## src/rtl/matmul_pkg.sv

```systemverilog
// Shared types and width helpers for the matrix-multiply job scheduler.
package matmul_pkg;

  // Scheduler FSM states: one job moves IDLE -> LAUNCH -> WAIT -> RESP -> IDLE.
  typedef enum logic [1:0] {
    IDLE   = 2'd0,
    LAUNCH = 2'd1,
    WAIT   = 2'd2,
    RESP   = 2'd3
  } sched_state_e;

  // Ceiling log2 that never returns less than one bit, so that degenerate
  // parameter values still yield legal vector widths.
  function automatic int clog2_min1(input int v);
    return ($clog2(v) < 1) ? 1 : $clog2(v);
  endfunction

  // Width of one requester's slot index.
  function automatic int slot_w(input int max_matrices);
    return clog2_min1(max_matrices);
  endfunction

  // Width of the operand base address (slot * array dimension).
  function automatic int addr_w(input int array_size, input int max_matrices);
    return clog2_min1(array_size * max_matrices);
  endfunction

  // Width of a requester index.
  function automatic int id_w(input int num_req);
    return clog2_min1(num_req);
  endfunction

endpackage

```

## src/rtl/rr_arbiter.sv

```systemverilog
// Round-robin arbiter: combinational grant search starting just after the
// last granted requester, with the last-grant pointer held in a register.
module rr_arbiter
  import matmul_pkg::*;
#(
  parameter int N    = 2,
  parameter int ID_W = id_w(N)
) (
  input  logic            clk,
  input  logic            rst,
  input  logic [N-1:0]    i_req,
  input  logic            i_advance,
  output logic [N-1:0]    o_grant,
  output logic [ID_W-1:0] o_grant_id,
  output logic            o_any
);

  logic [ID_W-1:0] r_last;
  logic [N-1:0]    w_grant;
  logic [ID_W-1:0] w_grant_id;
  logic            w_any;

  // Requester index k positions after base, wrapping at N.
  function automatic logic [ID_W-1:0] wrap_idx(input logic [ID_W-1:0] base, input int k);
    return ID_W'((int'(base) + k) % N);
  endfunction

  // Search (last+1) mod N upward; the first requester found wins.
  always_comb begin
    w_grant    = '0;
    w_grant_id = '0;
    w_any      = 1'b0;
    for (int k = 1; k <= N; k++) begin
      if (!w_any && i_req[wrap_idx(r_last, k)]) begin
        w_any      = 1'b1;
        w_grant_id = wrap_idx(r_last, k);
      end
    end
    if (w_any) begin
      w_grant = N'(1) << w_grant_id;
    end
  end

  // Pointer starts at N-1 so requester 0 has priority after reset.
  always_ff @(posedge clk or posedge rst) begin
    if (rst) begin
      r_last <= ID_W'(N - 1);
    end else if (i_advance) begin
      r_last <= w_grant_id;
    end
  end

  assign o_grant    = w_grant;
  assign o_grant_id = w_grant_id;
  assign o_any      = w_any;

endmodule

```

## src/rtl/matmul_scheduler.sv

```systemverilog
// Job scheduler in front of a shared systolic array: arbitrates requesters
// round-robin, launches one job at a time, watches for completion or
// timeout and returns a one-cycle response to the owning requester.
module matmul_scheduler
  import matmul_pkg::*;
#(
  parameter int ARRAY_SIZE     = 3,
  parameter int MAX_MATRICES   = 2,
  parameter int NUM_REQ        = 2,
  parameter int TIMEOUT_CYCLES = 64
) (
  input  logic                                         clk,
  input  logic                                         rst,
  input  logic [NUM_REQ-1:0]                           req_valid,
  input  logic [NUM_REQ*slot_w(MAX_MATRICES)-1:0]      req_slot,
  output logic [NUM_REQ-1:0]                           req_accept,
  output logic [NUM_REQ-1:0]                           rsp_valid,
  output logic                                         rsp_error,
  output logic                                         arr_start,
  input  logic                                         arr_busy,
  input  logic                                         arr_done,
  output logic [addr_w(ARRAY_SIZE, MAX_MATRICES)-1:0]  arr_base,
  output logic [id_w(NUM_REQ)-1:0]                     active_id,
  output logic                                         sched_busy
);

  localparam int SLOT_W = slot_w(MAX_MATRICES);
  localparam int ADDR_W = addr_w(ARRAY_SIZE, MAX_MATRICES);
  localparam int ID_W   = id_w(NUM_REQ);
  localparam int CNT_W  = clog2_min1(TIMEOUT_CYCLES);

  sched_state_e         r_state;
  logic [CNT_W-1:0]     r_count;
  logic                 r_arr_start;
  logic [NUM_REQ-1:0]   r_rsp_valid;
  logic                 r_rsp_error;
  logic [ADDR_W-1:0]    r_arr_base;
  logic [ID_W-1:0]      r_active_id;

  logic [NUM_REQ-1:0]   w_grant;
  logic [ID_W-1:0]      w_grant_id;
  logic                 w_any;
  logic                 w_grant_en;
  logic [SLOT_W-1:0]    w_slot_raw;
  logic [SLOT_W-1:0]    w_slot;
  logic [ADDR_W-1:0]    w_base;
  logic                 w_timeout;

  // Out-of-range slot indices fall back to the highest populated slot.
  function automatic logic [SLOT_W-1:0] clamp_slot(input logic [SLOT_W-1:0] s);
    if (int'(s) >= MAX_MATRICES) begin
      return SLOT_W'(MAX_MATRICES - 1);
    end
    return s;
  endfunction

  rr_arbiter #(
    .N    (NUM_REQ),
    .ID_W (ID_W)
  ) u_arb (
    .clk        (clk),
    .rst        (rst),
    .i_req      (req_valid),
    .i_advance  (w_grant_en),
    .o_grant    (w_grant),
    .o_grant_id (w_grant_id),
    .o_any      (w_any)
  );

  // A grant is only possible from IDLE with the array free. The acceptance
  // pulse is combinational so the requester sees it in the grant cycle and
  // can drop its request at the following edge; it is forced low under
  // reset so that every output reads 0 while rst is high.
  assign w_grant_en = (r_state == IDLE) && !arr_busy && w_any && !rst;
  assign req_accept = w_grant_en ? w_grant : '0;

  // Slot of the winning requester, clamped and scaled to an operand address.
  assign w_slot_raw = req_slot[w_grant_id*SLOT_W +: SLOT_W];
  assign w_slot     = clamp_slot(w_slot_raw);
  assign w_base     = ADDR_W'(int'(w_slot) * ARRAY_SIZE);

  // Last WAIT cycle before the job is declared lost.
  assign w_timeout  = (r_count == CNT_W'(TIMEOUT_CYCLES - 1));

  // Job sequencing FSM; pulses default low and are raised for one cycle.
  always_ff @(posedge clk or posedge rst) begin
    if (rst) begin
      r_state     <= IDLE;
      r_count     <= '0;
      r_arr_start <= 1'b0;
      r_rsp_valid <= '0;
      r_rsp_error <= 1'b0;
      r_arr_base  <= '0;
      r_active_id <= '0;
    end else begin
      r_arr_start <= 1'b0;
      r_rsp_valid <= '0;
      r_rsp_error <= 1'b0;
      case (r_state)
        IDLE: begin
          if (w_grant_en) begin
            // arr_start is visible during LAUNCH, one cycle after the grant.
            r_state     <= LAUNCH;
            r_arr_start <= 1'b1;
            r_arr_base  <= w_base;
            r_active_id <= w_grant_id;
          end
        end
        LAUNCH: begin
          r_count <= '0;
          r_state <= WAIT;
        end
        WAIT: begin
          // arr_done takes priority over a coincident timeout.
          if (arr_done) begin
            r_state     <= RESP;
            r_rsp_valid <= NUM_REQ'(1) << r_active_id;
            r_rsp_error <= 1'b0;
          end else if (w_timeout) begin
            r_state     <= RESP;
            r_rsp_valid <= NUM_REQ'(1) << r_active_id;
            r_rsp_error <= 1'b1;
          end else begin
            r_count <= r_count + CNT_W'(1);
          end
        end
        RESP: begin
          r_state <= IDLE;
        end
        default: begin
          r_state <= IDLE;
        end
      endcase
    end
  end

  assign arr_start  = r_arr_start;
  assign rsp_valid  = r_rsp_valid;
  assign rsp_error  = r_rsp_error;
  assign arr_base   = r_arr_base;
  assign active_id  = r_active_id;
  assign sched_busy = (r_state != IDLE);

endmodule

```

## config.mk

```make
export PLATFORM = sky130hd
export DESIGN_NAME = matmul_scheduler
export DESIGN_NICKNAME = d
export VERILOG_FILES = /design/src/rtl/matmul_pkg.sv /design/src/rtl/rr_arbiter.sv /design/src/rtl/matmul_scheduler.sv
export SDC_FILE = /design/constraint.sdc
export NUM_CORES = 1
export LEC_CHECK = 0
export ABC_AREA = 1
export ABC_CLOCK_PERIOD_IN_PS = 2000
export BUFFER_PORTS_ARGS = -buffer_cell sky130_fd_sc_hd__buf_4
export CORE_MARGIN = 2
export CORE_UTILIZATION = 55
export CTS_CLUSTER_DIAMETER = 60
export CTS_CLUSTER_SIZE = 28
export DETAILED_ROUTE_END_ITERATION = 16
export PLACE_DENSITY = 0.81
export SYNTH_ARGS = -nofsm -noshare
export SYNTH_HDL_FRONTEND = slang
export SYNTH_HIERARCHICAL = 1
export SYNTH_SLANG_ARGS = --single-unit
```

## constraint.sdc

```tcl
create_clock -name clk -period 2 [get_ports clk]
set_input_delay 0.2 -clock clk [delete_from_list [all_inputs] [get_ports clk]]
set_output_delay 0.2 -clock clk [all_outputs]
set_load 0.005 [all_outputs]
```

==> key figures <==
Run status
  – Outcome: completed

Timing
  – Fmax achieved: 599.4 MHz
  – RSZ-0062 raised after global routing: no
  – Setup violations, final: 0
  – Final hold vios: 0
  – Worst Clk Skew: 18.42 ps
  – Tmin final: 1668 ps
  – Pins over their slew limit: 0
  – WHS: 42.97 ps
  – Setup TNS: 0 ps
  – Slew margin rel.: 63.19%
  – Final Cycle Share: 83.41%
  – Tightest Pin Transition: 551.5 ps
  – Final WS setup: 331.8 ps

CTS
  – TritonCTS clock tree: done
  – Max Buffers Root-to-Sink: 2
  – Worst-path clk slew: 110 ps
  – Clock Tree Root: clkbuf_4
  – Worst-skew pair later-pin latency: 300 ps
  – Post-CTS Resized: 0
  – CTS Buf Count: 3
  – Hold_buf cts: 1
  – H-tree Lvls: 1
  – Post CTS Setup Buffer Count: 0
  – Clock sink count: 15

Cells and area
  – Final cell count without fillers: 147
  – Diode count: 0
  – Post-route design area: 1033 sq um
  – Final net count: 145
  – Final Util: 69.41%
  – Share of post-route cells with drive strength above 1: 22.90%
  – Synth-to-Final Area Change: 20.06%

Setup path
  – Buffer and inverter count on the worst path: 2
  – Crit path depth: 5
  – CP max-delay cell: dfrtp_1
  – CP Class: reg -> out
  – Largest stage delay, worst path: 410 ps
  – R2R depth: 8
  – Worst EP arrival: 1470 ps
  – Worst path cell trace: inv_1 > ha_1 > nand3_1 > nor2_1 > buf_4
  – Worst path required time: 1800 ps
  – Crit start category: flip-flop
  – Critical Path End Type: output port
  – Crit path max-delay family: flip-flops
  – Worst-path maximum fanout: 7

Synthesis
  – Synth Area in Compound Gates: 3.779%
  – Mux contribution to synthesized area: 1.163%
  – Count of cell types in the netlist: 22
  – XOR/XNOR share of the synthesized area: 1.017%
  – Post-synthesis simple-gate area fraction: 32.27%
  – Cell area after synthesis: 860.8 sq um
  – Syn Nets: 124
  – Post-synthesis sequential element count: 15
  – Post-synthesis cell count: 111
  – Largest family of logic cells by synthesized area: simple AND/OR/NAND/NOR gates
  – Register area share after synthesis: 43.75%
  – Yosys Warn Count: 6
  – Syn_area_per_cell: 7.755 sq um
  – Post-Synth Adder-Cell Area: 7.267%

Global routing
  – Total global routing overflow: 0
  – Largest net degree at the start of global routing: 15
  – First-pass GRT wire length: 2863 um
  – Antenna violations before repair: 0
  – Number of global-route vias before repair: 707
  – GRT Util Overall: 20.71%

Floorplan
  – Die area: 1897 sq um
  – Row Count: 14
  – Initial Utilization: 57.82%
  – Die H: 43.56 um
  – Num ports: 19
  – Core Footprint: 1489 sq um
  – Width of the die: 43.56 um

Detailed routing
  – 1st-pass router iterations: 4
  – Routed WL: 1610 um
  – Vias per cell: 4.980
  – # DRC: 0
  – Drt wl/cell: 10.95 um
  – Vias: 732
  – Drt initial violations: 8
  – Antenna Violating Nets Remaining: 0

Placed design
  – DP Worst Slack: 630.8 ps
  – Placed insts: 142
  – Placed instance area: 993.5 sq um
  – Post-DP HPWL: 1271 um
  – I/O Buffers: 17
  – GPL Wtd Cong: 0.7724

Flow run
  – MaxCap Viol Count: 0

Power and ir drop
  – Int Power: 0.6595 mW
  – Power Density: 1047 nW/um^2
  – Switching part of the total: 39.07%
  – Net Sw Power: 0.4228 mW
  – Peak VDD IR: 0.6355 mV
  – Sequential power share: 41.3%
  – Clk pwr share: 17.3%
  – Power, Total: 1.082 mW
  – Comb pwr share: 41.4%
  – Reported leakage power: 0.5980 nW

Worst hold path
  – Hold Crit Class: in -> reg
  – Hold-critical path depth: 2
## power by group through the flow
| stage | logic [mW] | registers (mW) | clock network, mW |
|---|---|---|---|
| finish | 0.448 | 0.447 | 0.187 |
| global route | 0.516 | 0.458 | 0.203 |
| CTS | 0.454 | 0.447 | 0.190 |
| detailed placement | 0.449 | 0.454 | 0 |
| global placement | 0.432 | 0.448 | 0 |
| floorplan | 0.305 | 0.441 | 0 |
## registers in the layout (all words and copies together), names as in the netlist
name and count:
active_id 1, arr_base 1, arr_start 1, r_count 6
r_state 2, rsp_error 1, rsp_valid 2, u_arb/r_last 1
## synth_stat cells
cell type   n  area (sq um)
a21oi_1     2         10.01
buf_4       2         15.01
conb_1      1         3.750
dfrtp_1    14         350.3
dfstp_2     1         26.28
ha_1        5         62.56
inv_1      17         63.81
inv_2       1         3.750
inv_4       1         6.260
mux2i_1     1         10.01
nand2_1    32         120.1
nand2_2     3         18.77
nand3_1    11         55.05
nand3_4     1         17.52
nor2_1     10         37.54
nor2_4      1         11.26
nor3_1      1         5.000
o21a_1      1         7.510
o21ai_0     3         15.01
or2_1       1         6.260
or2_2       1         6.260
xor2_1      1         8.760
## path summary, 6_finish.rpt
kind,slack [ps],end,from
min reg2reg,470,rsp_valid[0],active_id
max,330,req_accept[1],r_state[0]
min in group asynchronous,450,u_arb/r_last,rst
max in group asynchronous,1110,r_count[3],rst
min,40,rsp_error,arr_done
max reg2reg,630,r_count[1],r_count[0]
## worst register-to-register path: stages (launching register included)
cell	delay, ps
dfrtp_1	430
ha_1	240
nand2_2	100
nor2_4	40
nand2_2	90
nand3_4	150
inv_4	130
nand2_1	50
nand2_1	60
## layer usage
layer  vias up  track usage, %  wire length [um]
li1        374               -                 -
met1       339           24.06               712
met2        13           34.12               785
met3         6           5.000                61
met4         0           12.73                51
met5         -               0                 0
## layout by cell type, fill, tap and decap left out, types with 2 or more instances in the layout
cell and count:
clkbuf_4 3, ha_1 5, nand3_1 11, dfrtp_1 14, buf_4 17, nor2_1 10, o21ai_0 3, nand2_2 3
nand2_1 32, a21oi_1 2, inv_1 17
## cell families (layout without fill, tap and decap cells)
kind of cell	after synthesis	in the layout
multiplexers	1	1
AO/OA/AOI/OAI	6	6
buffers and inverters	21	41
flip-flops	15	15
adder cells (fa/ha/maj)	5	5
XOR/XNOR	1	1
AND/OR/NAND/NOR	61	61
other	1	1
## final cells by class
type / count / area [sq um]
tap: 16 / 20.02
timing repair buffer: 18 / 137.6
inverter: 19 / 73.82
sequential: 15 / 376.6
multi-input combinational: 75 / 395.4
clock inverter: 1 / 7.507
clock buffer: 3 / 22.52
fill: 124 / 455.4
No activity file was read; power rests on OpenSTA's default activity.
